$ cat config.mk
export PLATFORM = sky130hd
export DESIGN_NAME = vram_scan_arbiter_flat
export DESIGN_NICKNAME = d
export VERILOG_FILES = /design/src/rtl/vram_scan_arbiter_pkg.sv /design/src/rtl/vram_scan_arbiter_if.sv /design/src/rtl/vram_wr_fifo.sv /design/src/rtl/vram_scan_arbiter.sv /design/src/flat_wrapper.sv
export SDC_FILE = /design/constraint.sdc
export NUM_CORES = 1
export LEC_CHECK = 0
export BUFFER_PORTS_ARGS = -buffer_cell sky130_fd_sc_hd__buf_2
export CAP_MARGIN = 20
export CELL_PAD_IN_SITES_DETAIL_PLACEMENT = 1
export CELL_PAD_IN_SITES_GLOBAL_PLACEMENT = 2
export CORE_ASPECT_RATIO = 0.6
export CORE_MARGIN = 2
export CORE_UTILIZATION = 40
export DETAILED_ROUTE_END_ITERATION = 10
export GPL_TIMING_DRIVEN = 0
export PLACE_DENSITY_LB_ADDON = 0.1
export SLEW_MARGIN = 20
export SYNTH_ARGS = -nofsm -noshare
export SYNTH_HDL_FRONTEND = slang
export SYNTH_HIERARCHICAL = 1
export SYNTH_SLANG_ARGS = --single-unit
$ cat constraint.sdc
create_clock -name clk_vga -period 2.8 [get_ports clk_vga]
set_clock_uncertainty 0.15 [all_clocks]
set_input_delay 0.14 -clock clk_vga [delete_from_list [all_inputs] [get_ports clk_vga]]
set_output_delay 0.14 -clock clk_vga [all_outputs]
set_load 0.01 [all_outputs]
$ cat src/rtl/vram_scan_arbiter_pkg.sv
// vram_scan_arbiter_pkg: framebuffer geometry, grant encoding and pixel types shared with the drawing logic
package vram_scan_arbiter_pkg;
    localparam int FB_W        = 256;
    localparam int FB_H        = 192;
    localparam int SCALE_SHIFT = 2;
    localparam int ADDR_W      = 16;
    localparam int DATA_W      = 12;
    localparam int WFIFO_DEPTH = 4;
    localparam int FB_WORDS    = FB_W * FB_H;

    typedef enum logic [1:0] {GNT_IDLE, GNT_DISP, GNT_WRITE, GNT_CLEAR} gnt_e;
    typedef logic [DATA_W-1:0] pix_t;
    typedef struct packed {
        logic [ADDR_W-1:0] addr;
        pix_t              data;
    } wr_ent_t;

    function automatic logic [ADDR_W-1:0] fb_addr(input logic [10:0] x, input logic [10:0] y);
        return ADDR_W'(int'(y >> SCALE_SHIFT) * FB_W + int'(x >> SCALE_SHIFT));
    endfunction
endpackage

$ cat src/rtl/vram_scan_arbiter_if.sv
// vram_scan_arbiter_if: scanout, writer, memory and clear signals of the frame memory arbiter
interface vram_scan_arbiter_if;
    import vram_scan_arbiter_pkg::*;
    logic              disp_req;
    logic [10:0]       disp_x;
    logic [10:0]       disp_y;
    pix_t              pix_data;
    logic              pix_valid;
    logic              wr_valid;
    logic              wr_ready;
    logic [ADDR_W-1:0] wr_addr;
    pix_t              wr_data;
    logic              mem_en;
    logic              mem_we;
    logic [ADDR_W-1:0] mem_addr;
    pix_t              mem_wdata;
    pix_t              mem_rdata;
    logic              clr_start;
    pix_t              clr_color;
    logic              clr_busy;

    modport master (
        output disp_req, disp_x, disp_y, wr_valid, wr_addr, wr_data, mem_rdata, clr_start, clr_color,
        input  pix_data, pix_valid, wr_ready, mem_en, mem_we, mem_addr, mem_wdata, clr_busy
    );
    modport slave (
        input  disp_req, disp_x, disp_y, wr_valid, wr_addr, wr_data, mem_rdata, clr_start, clr_color,
        output pix_data, pix_valid, wr_ready, mem_en, mem_we, mem_addr, mem_wdata, clr_busy
    );
endinterface

$ cat src/rtl/vram_wr_fifo.sv
// vram_wr_fifo: synchronous write FIFO with registered ready and no fall-through
module vram_wr_fifo #(
    parameter int W     = 28,
    parameter int DEPTH = 4
) (
    input  logic         clk_vga,
    input  logic         rst_n,
    input  logic         push_i,
    input  logic         pop_i,
    input  logic [W-1:0] din_i,
    output logic [W-1:0] dout_o,
    output logic         empty_o,
    output logic         ready_o
);
    localparam int AW = $clog2(DEPTH);
    logic [W-1:0]  mem_q [DEPTH];
    logic [AW-1:0] wp_q, rp_q;
    logic [AW:0]   cnt_q, cnt_d;
    logic          ready_q, do_push, do_pop;

    assign ready_o = ready_q;
    assign empty_o = cnt_q == '0;
    assign dout_o  = mem_q[rp_q];
    assign do_push = push_i && ready_q;
    assign do_pop  = pop_i && !empty_o;
    assign cnt_d   = cnt_q + (AW+1)'(do_push) - (AW+1)'(do_pop);

    always_ff @(posedge clk_vga) begin
        if (do_push) mem_q[wp_q] <= din_i;
    end

    // ready follows next-state occupancy, so a pop on a full FIFO frees the slot one cycle later
    always_ff @(posedge clk_vga) begin
        if (!rst_n) begin
            wp_q    <= '0;
            rp_q    <= '0;
            cnt_q   <= '0;
            ready_q <= 1'b1;
        end else begin
            if (do_push) wp_q <= wp_q + AW'(1);
            if (do_pop) rp_q <= rp_q + AW'(1);
            cnt_q   <= cnt_d;
            ready_q <= cnt_d != (AW+1)'(DEPTH);
        end
    end
endmodule

$ cat src/rtl/vram_scan_arbiter.sv
// vram_scan_arbiter: frame memory port arbiter, scanout over buffered writes; VRAM_CLEAR_EN adds a background clear
module vram_scan_arbiter
    import vram_scan_arbiter_pkg::*;
(
    input logic                clk_vga,
    input logic                rst_n,
    vram_scan_arbiter_if.slave bus
);
    gnt_e              gnt;
    wr_ent_t           head;
    logic              fifo_empty, fifo_ready, disp_hit, clr_pend;
    logic [ADDR_W-1:0] clr_addr;
    pix_t              clr_data;
    logic              mem_en_q, mem_en_d, mem_we_q, mem_we_d;
    logic [ADDR_W-1:0] mem_addr_q, mem_addr_d;
    pix_t              mem_wdata_q, mem_wdata_d, pix_data_q;
    logic              v1_q, r1_q, v2_q, r2_q, pix_valid_q;

    assign disp_hit = bus.disp_req && (bus.disp_x >> SCALE_SHIFT) < 11'(FB_W)
                                   && (bus.disp_y >> SCALE_SHIFT) < 11'(FB_H);

    vram_wr_fifo #(.W($bits(wr_ent_t)), .DEPTH(WFIFO_DEPTH)) u_fifo (
        .clk_vga (clk_vga),
        .rst_n   (rst_n),
        .push_i  (bus.wr_valid),
        .pop_i   (gnt == GNT_WRITE),
        .din_i   ({bus.wr_addr, bus.wr_data}),
        .dout_o  (head),
        .empty_o (fifo_empty),
        .ready_o (fifo_ready)
    );

    always_comb begin
        gnt         = disp_hit ? GNT_DISP : !fifo_empty ? GNT_WRITE : clr_pend ? GNT_CLEAR : GNT_IDLE;
        mem_en_d    = gnt != GNT_IDLE;
        mem_we_d    = gnt == GNT_WRITE || gnt == GNT_CLEAR;
        mem_addr_d  = gnt == GNT_DISP  ? fb_addr(bus.disp_x, bus.disp_y) :
                      gnt == GNT_WRITE ? head.addr :
                      gnt == GNT_CLEAR ? clr_addr : '0;
        mem_wdata_d = gnt == GNT_WRITE ? head.data : gnt == GNT_CLEAR ? clr_data : '0;
    end

    // read pipeline tracks request and in-range separately so out-of-range pixels return 0 on time
    always_ff @(posedge clk_vga) begin
        if (!rst_n) begin
            {mem_en_q, mem_we_q, v1_q, r1_q, v2_q, r2_q, pix_valid_q} <= '0;
            mem_addr_q  <= '0;
            mem_wdata_q <= '0;
            pix_data_q  <= '0;
        end else begin
            mem_en_q    <= mem_en_d;
            mem_we_q    <= mem_we_d;
            mem_addr_q  <= mem_addr_d;
            mem_wdata_q <= mem_wdata_d;
            v1_q        <= bus.disp_req;
            r1_q        <= disp_hit;
            v2_q        <= v1_q;
            r2_q        <= r1_q;
            pix_valid_q <= v2_q;
            pix_data_q  <= r2_q ? bus.mem_rdata : '0;
        end
    end

`ifdef VRAM_CLEAR_EN
    logic              clr_busy_q, clr_fin_q;
    logic [ADDR_W-1:0] clr_cnt_q;

    assign clr_pend     = clr_busy_q && !clr_fin_q;
    assign clr_addr     = clr_cnt_q;
    assign clr_data     = bus.clr_color;
    assign bus.clr_busy = clr_busy_q;

    // busy holds through the cycle that performs the final write
    always_ff @(posedge clk_vga) begin
        if (!rst_n) begin
            clr_busy_q <= 1'b0;
            clr_fin_q  <= 1'b0;
            clr_cnt_q  <= '0;
        end else if (!clr_busy_q) begin
            clr_busy_q <= bus.clr_start;
            clr_cnt_q  <= '0;
        end else if (clr_fin_q) begin
            clr_busy_q <= 1'b0;
            clr_fin_q  <= 1'b0;
        end else if (gnt == GNT_CLEAR) begin
            clr_fin_q <= clr_cnt_q == ADDR_W'(FB_WORDS - 1);
            clr_cnt_q <= clr_cnt_q + ADDR_W'(1);
        end
    end
`else
    assign clr_pend     = 1'b0;
    assign clr_addr     = '0;
    assign clr_data     = '0;
    assign bus.clr_busy = 1'b0;
`endif

    assign bus.pix_data  = pix_data_q;
    assign bus.pix_valid = pix_valid_q;
    assign bus.wr_ready  = fifo_ready;
    assign bus.mem_en    = mem_en_q;
    assign bus.mem_we    = mem_we_q;
    assign bus.mem_addr  = mem_addr_q;
    assign bus.mem_wdata = mem_wdata_q;
endmodule

$ cat src/flat_wrapper.sv
// flat-port wrapper written by rule: the top's interface ports become plain ports
module vram_scan_arbiter_flat import vram_scan_arbiter_pkg::*;
  (clk_vga, rst_n, bus_disp_req, bus_disp_x, bus_disp_y, bus_wr_valid, bus_wr_addr, bus_wr_data, bus_mem_rdata, bus_clr_start, bus_clr_color, bus_pix_data, bus_pix_valid, bus_wr_ready, bus_mem_en, bus_mem_we, bus_mem_addr, bus_mem_wdata, bus_clr_busy);
  vram_scan_arbiter_if bus_i ();
  input logic clk_vga;
  input logic rst_n;
  input wire logic [$bits(bus_i.disp_req)-1:0] bus_disp_req;
  input wire logic [$bits(bus_i.disp_x)-1:0] bus_disp_x;
  input wire logic [$bits(bus_i.disp_y)-1:0] bus_disp_y;
  input wire logic [$bits(bus_i.wr_valid)-1:0] bus_wr_valid;
  input wire logic [$bits(bus_i.wr_addr)-1:0] bus_wr_addr;
  input wire logic [$bits(bus_i.wr_data)-1:0] bus_wr_data;
  input wire logic [$bits(bus_i.mem_rdata)-1:0] bus_mem_rdata;
  input wire logic [$bits(bus_i.clr_start)-1:0] bus_clr_start;
  input wire logic [$bits(bus_i.clr_color)-1:0] bus_clr_color;
  output wire logic [$bits(bus_i.pix_data)-1:0] bus_pix_data;
  output wire logic [$bits(bus_i.pix_valid)-1:0] bus_pix_valid;
  output wire logic [$bits(bus_i.wr_ready)-1:0] bus_wr_ready;
  output wire logic [$bits(bus_i.mem_en)-1:0] bus_mem_en;
  output wire logic [$bits(bus_i.mem_we)-1:0] bus_mem_we;
  output wire logic [$bits(bus_i.mem_addr)-1:0] bus_mem_addr;
  output wire logic [$bits(bus_i.mem_wdata)-1:0] bus_mem_wdata;
  output wire logic [$bits(bus_i.clr_busy)-1:0] bus_clr_busy;
  assign bus_i.disp_req = bus_disp_req;
  assign bus_i.disp_x = bus_disp_x;
  assign bus_i.disp_y = bus_disp_y;
  assign bus_i.wr_valid = bus_wr_valid;
  assign bus_i.wr_addr = bus_wr_addr;
  assign bus_i.wr_data = bus_wr_data;
  assign bus_i.mem_rdata = bus_mem_rdata;
  assign bus_i.clr_start = bus_clr_start;
  assign bus_i.clr_color = bus_clr_color;
  assign bus_pix_data = bus_i.pix_data;
  assign bus_pix_valid = bus_i.pix_valid;
  assign bus_wr_ready = bus_i.wr_ready;
  assign bus_mem_en = bus_i.mem_en;
  assign bus_mem_we = bus_i.mem_we;
  assign bus_mem_addr = bus_i.mem_addr;
  assign bus_mem_wdata = bus_i.mem_wdata;
  assign bus_clr_busy = bus_i.clr_busy;
  vram_scan_arbiter u_core (.clk_vga(clk_vga), .rst_n(rst_n), .bus(bus_i));
endmodule
## After elaboration in Yosys (flattened, before gate mapping)

Memory sizes are Yosys's and may differ from the RTL's. A register that Yosys moved wholly into a read port is not among the register bits.
Index checks and enable logic that the tools add are counted.

- Input port bits: 79
- Memories kept: 1
- Register bits: 55
- RAM bits: 112
- Output and inout port bits: 45

Memory list:

| memory | depth | width | read ports | clocked after Yosys merged registers in | write ports | RTL line | text |
|---|---|---|---|---|---|---|---|
| u_core.u_fifo.mem_q | 4 | 28 | 1 | 1 | 1 | vram_wr_fifo.sv:16 | `logic [W-1:0] mem_q [DEPTH];` |

- Muxes and demuxes: 8
- $add $sub $neg: 5
- $lt $le $gt $ge: 2
- Equality and inequality tests: 4
- Reductions and logical operators: 10

Operators by type and width:

| cell | number |
|---|---|
| $mux W16 | 2 |
| $add A16 B9 Y16 | 1 |
| $lt A9 B8 Y1 const B | 1 |
| $lt A9 B9 Y1 const B | 1 |
| $mux W2 | 4 |
| $add A2 B1 Y2 const B | 2 |
| $eq A2 B2 Y1 const B | 2 |
| $logic_and A1 B1 Y1 | 4 |
| $reduce_and A2 Y1 | 2 |
| $add A3 B1 Y3 | 1 |
| $logic_not A3 Y1 | 1 |
| $ne A3 B3 Y1 const B | 1 |
| $sub A3 B1 Y3 | 1 |
| $eq A2 B1 Y1 const B | 1 |
| $mux W1 | 2 |
| $reduce_bool A2 Y1 | 1 |
| $logic_not A1 Y1 | 1 |
| $logic_or A1 B1 Y1 | 1 |

## Logic depth before layout (Yosys ltp)

- Depth after elaboration: 8
- Depth in mapped cells: 9
- Gate-level depth less buffers: 9

## Hierarchy

Netlist, hierarchy kept.

By module, submodules not included:

| module | cells an instance | times used | area an instance (µm²) |
|---|---|---|---|
| vram_wr_fifo | 197 | 1 | 4605.7 |
| vram_scan_arbiter | 129 | 1 | 1547.7 |

## Least setup slack after synthesis

Ideal clock, no wire load.

- Kind: reg2reg
- Start: register u_core.u_fifo.cnt_q[1]
- End: register u_core.u_fifo.cnt_q[2]
- Buffers on the path: 0
- Required time: 2535 ps
- Cell stages (with the launch flop): 10
- Setup time: 115 ps
- Arrival time: 1976 ps
- Setup slack: 559 ps
- Cells stage by stage: dfxtp_1 nor3_1 a21oi_1 o31a_1 ha_1 inv_1 ha_1 fa_1 xnor3_1 and2_1

- Longest elaborated chain between the ends: 6
- Elaborated cells on any way between the ends: 8
- Classes of those cells: 2 x add/sub; 1 x eq/ne; 2 x mux; 3 x reduce/logical

RTL lines:

| what | RTL line | text |
|---|---|---|
| start, declared | vram_wr_fifo.sv:18 | `logic [AW:0] cnt_q, cnt_d;` |
| start signal, assigned | vram_wr_fifo.sv:42 | `cnt_q <= cnt_d;` |
| $logic_not A3 Y1 * | vram_wr_fifo.sv:22 | `assign empty_o = cnt_q == '0;` |
| net u_core.fifo_empty | vram_scan_arbiter.sv:11 | `logic fifo_empty, fifo_ready, disp_hit, clr_pend;` |
| $mux W2 (2 in a row) | vram_scan_arbiter.sv:34 | `gnt = disp_hit ? GNT_DISP : !fifo_empty ? GNT_WRITE : clr_pend ? GNT_CLEAR : GNT_IDLE;` |
| $eq A2 B2 Y1 | vram_scan_arbiter.sv:26 | `.pop_i (gnt == GNT_WRITE),` |
| $logic_and A1 B1 Y1 * | vram_wr_fifo.sv:25 | `assign do_pop = pop_i && !empty_o;` |
| net u_core.u_fifo.do_pop | vram_wr_fifo.sv:19 | `logic ready_q, do_push, do_pop;` |
| $sub A3 B1 Y3 * | vram_wr_fifo.sv:26 | `assign cnt_d = cnt_q + (AW+1)'(do_push) - (AW+1)'(do_pop);` |

The timed path passes the listed nets; every way through them passes the cells marked *.
A chain may end at the register's enable or synchronous reset.

## Worst setup path in the final report

- Start: input bus_disp_y[10]
- End: register u_core.u_fifo.cnt_q[2]

- Longest elaborated chain between the ends: 6

RTL lines:

| what | RTL line | text |
|---|---|---|
| start, declared | flat_wrapper.sv:9 | `input wire logic [$bits(bus_i.disp_y)-1:0] bus_disp_y;` |
| $lt A9 B8 Y1 | vram_scan_arbiter.sv:20 | `&& (bus.disp_y >> SCALE_SHIFT) < 11'(FB_H);` |
| $logic_and A1 B1 Y1 | vram_scan_arbiter.sv:20 |  |
| $mux W2 | vram_scan_arbiter.sv:34 |  |
| $eq A2 B2 Y1 | vram_scan_arbiter.sv:26 |  |
| $logic_and A1 B1 Y1 | vram_wr_fifo.sv:25 |  |
| net u_core.u_fifo.do_pop | vram_wr_fifo.sv:19 |  |
| $sub A3 B1 Y3 | vram_wr_fifo.sv:26 |  |

The timed path passes the listed nets, and every way through them passes these cells.

==> flow_metrics.env <==
export IMPL_h_tree_depth=4
export IMPL_hold_violations=0
export IMPL_holdPathStages=3
export IMPL_fillCellCount=1435
export IMPL_cts_setup_buffers=0
export IMPL_rr_worst_depth=9
export IMPL_nets=597
export IMPL_place_gp_congestion=0.673
export IMPL_dp_cells=637
export IMPL_drt_initial_drc_count=154
export IMPL_period_needed_ns=2.45
export IMPL_period_share_pct=87.4
export IMPL_power_mw=6.89
export IMPL_dpl_hpwl_microns=8620
export IMPL_cts_path_max_buffers=2
export IMPL_numPortBuffers=104
export IMPL_crit_chain="dlygate4sd3_1, buf_2, nor3b_4, a21oi_1, o31a_1, ha_1, inv_1, ha_1, fa_1, xnor3_1, and2_1"
export IMPL_required_ns=2.96
export IMPL_antenna_found_initial=0
export IMPL_ff2ff_setup_slack_ns=0.36
export IMPL_yosysUniqueCellTypes=41
export IMPL_ys_ff_latch=169
export IMPL_final_cells=725
export IMPL_hold_class="primary input to register"
export IMPL_grt_ovfl_total=0
export IMPL_async_flop_share_pct=0
export IMPL_status="finished clean"
export IMPL_relSlewSlack_pct=66.9
export IMPL_cp_arrival_ns=2.60
export IMPL_syn_nets=414
export IMPL_clk_pin_slew_ns=0.07
export IMPL_crit_reg2reg_launch="u_core/u_fifo/cnt_q[1]"
export IMPL_coreArea_sq_um=15200
export IMPL_peakVddDrop_mv=0.414
export IMPL_worstSetupEndpointType="register"
export IMPL_grt_pass1_vias=3679
export IMPL_boundaryPins=124
export IMPL_drv_slew=0
export IMPL_via_count=3517
export IMPL_min_to="u_core/bus.mem_addr[12]"
export IMPL_syn_to_final_growth_pct=32.9
export IMPL_initial_core_util_pct=40.5
export IMPL_crit_start="bus_disp_y[10]"
export IMPL_min_from="bus_disp_y[6]"
export IMPL_path_common_cell="ha_1"
export IMPL_grt_pass1_wl_microns=20200
export IMPL_powerDensity_nw_per_um2=842
export IMPL_fmax_mhz=409
export IMPL_critPathKind="primary input to register"
export IMPL_die_h_microns=100
export IMPL_yosysTopAreaCell="edfxtp_1"
export IMPL_grtUsageTotal_pct=16.8
export IMPL_ctsResizeCount=0
export IMPL_r2r_end="u_core/u_fifo/cnt_q[2]"
export IMPL_synth_edf_count=112
export IMPL_final_layout_size_suffix_gt1_share_pct=34.5
export IMPL_cts_hold_buf=56
export IMPL_ant_nets=0
export IMPL_drc=0
export IMPL_dieArea_sq_um=16400
export IMPL_drt_pass1_iter_count=6
export IMPL_drt_total_wl_microns=13100
export IMPL_yosysWarningCount=6
export IMPL_slowest_stage="dlygate4sd3_1"
export IMPL_cap_violations=0
export IMPL_syn_area_sq_um=6150
export IMPL_cts_sinks=169
export IMPL_cts_made_buffers=17
export IMPL_routedWlPerCell_microns=18.1
export IMPL_finalSetupTns_ns=0
export IMPL_worstSkewPairLatency_ns=0.41
export IMPL_tightestPinTransition_ns=0.489
export IMPL_fp_dieW_microns=164
export IMPL_start_kind="primary input"
export IMPL_n_antenna_cell=0
export IMPL_ys_seq_area_share_pct=73.2
export IMPL_grt_max_degree=21
export IMPL_path_max_fanout=3
export IMPL_synth_top_cell_area_share_pct=54.7
export IMPL_synth_flop_cell="edfxtp_1"
export IMPL_cts_root_buf="clkbuf_16"
export IMPL_rows=35
export IMPL_cts_tree="yes"
export IMPL_setup_viol=0
export IMPL_max_stage_delay_ns=0.54
export IMPL_syn_area_per_cell_sq_um=18.9
export IMPL_via_per_inst=4.85
export IMPL_synth_top_cells_by_area="edfxtp_1 (55%), dfxtp_1 (19%), mux4_2 (7.3%)"
export IMPL_synthCells=326
export IMPL_rsz0062_at_grt="no"
export IMPL_p_leak_nw=3.19
-- kinds of logic after synthesis --
family                   synth area share, %
AO/OA/AOI/OAI                           4.07
XOR/XNOR                               0.793
adder cells (fa/ha/maj)                 1.95
buffers and inverters                   2.46
flip-flops                              73.2
multiplexers                            11.2
other                                 0.0609
AND/OR/NAND/NOR                         6.24
-- routing by layer --
metal  vias up  track usage (%)  part of all wire (%)
met1      1766             23.4                    49
met3        10             3.72                   4.9
met4         0             5.06                  0.73
met5         -                0                     0
li1       1649                -                     -
met2        92             26.5                    46
-- layout make-up --
cell class                 count  area [sq um]  share of cell area (%)
buffer                        15           129                    1.58
clock buffer                  17           425                    5.20
clock inverter                15           159                    1.94
inverter                       6          22.5                   0.275
multi-input combinational    136          1500                    18.4
sequential                   169          4500                    55.1
tap                          203           254                    3.10
timing repair buffer         164          1180                    14.5
-- stage by stage --
stage | hold slack, ns | utilization (%) | setup slack, ns | instance area (sq um)
final | 0.0161 | 53.8 | 0.354 | 8180
after CTS | 0.0139 | 53.8 | 0.353 | 8180
after detailed placement | 0.208 | 46.3 | 0.377 | 7040
after global routing | 0.0325 | 53.8 | 0.200 | 8180
after global placement | 0.203 | 45.6 | 0.352 | 6930
after floorplan | 0.0618 | - | 0.559 | 6150
-- registers in the layout (all words and copies together), names as in the netlist, named ones only --
name	flops
u_core/bus.pix_valid	1
u_core/r2_q	1
u_core/u_fifo/mem_q	112
u_core/bus.pix_data	12
u_core/bus.mem_addr	16
u_core/bus.mem_wdata	12
u_core/v1_q	1
u_core/bus.mem_en	1
u_core/u_fifo/wp_q	2
u_core/bus.mem_we	1
u_core/u_fifo/cnt_q	3
u_core/u_fifo/rp_q	2
u_core/r1_q	1
u_core/u_fifo/ready_o	1
u_core/v2_q	1
-- critical path, delay by kind of cell --
kind	cells	cell delay, ns
fa+ha+maj	3	0.87
compound gates	2	0.28
buf+inv	3	0.73
simple gates	2	0.40
xor+xnor	1	0.20
-- cell usage after synthesis (all sizes together) (3+ instances only) --
library cell,number
a21oi,6
a22o,14
and2,19
and3,17
buf,12
clkbuf,3
dfxtp,57
edfxtp,112
ha,8
inv,6
mux2i,3
mux4,28
nand2,6
nand2b,5
nand3,5
-- power by group --
part,internal (mW),switching [mW],total (mW)
Sequential,2.98,0.111,3.09
Clock,1.19,1.07,2.26
Combinational,0.824,0.714,1.54
Total,4.99,1.90,6.89
-- layout by cell type, fill, tap and decap left out, drive strengths merged, types with 8 or more instances in the layout --
| cell | netlist | routed |
|---|---|---|
| a22o | 14 | 14 |
| and2 | 19 | 19 |
| and3 | 17 | 17 |
| buf | 12 | 120 |
| clkbuf | 3 | 20 |
| dfxtp | 57 | 57 |
| dlygate4sd3 | 0 | 56 |
| edfxtp | 112 | 112 |
| ha | 8 | 8 |
| inv | 6 | 13 |
| mux4 | 28 | 28 |
-- worst max path at each step --
stage / cells past startpoint / slack [ns] / endpoint
detailed placement: 9 / 0.38 / u_core/u_fifo/cnt_q[2]
global placement: 2 / 0.35 / u_core/u_fifo/mem_q[3][17]
global route: 9 / 0.20 / u_core/u_fifo/cnt_q[2]
floorplan: 9 / 0.56 / u_core/u_fifo/cnt_q[2]
CTS: 9 / 0.35 / u_core/u_fifo/cnt_q[2]
finish: 11 / 0.35 / u_core/u_fifo/cnt_q[2]
Power figures use the tool's default switching activity.
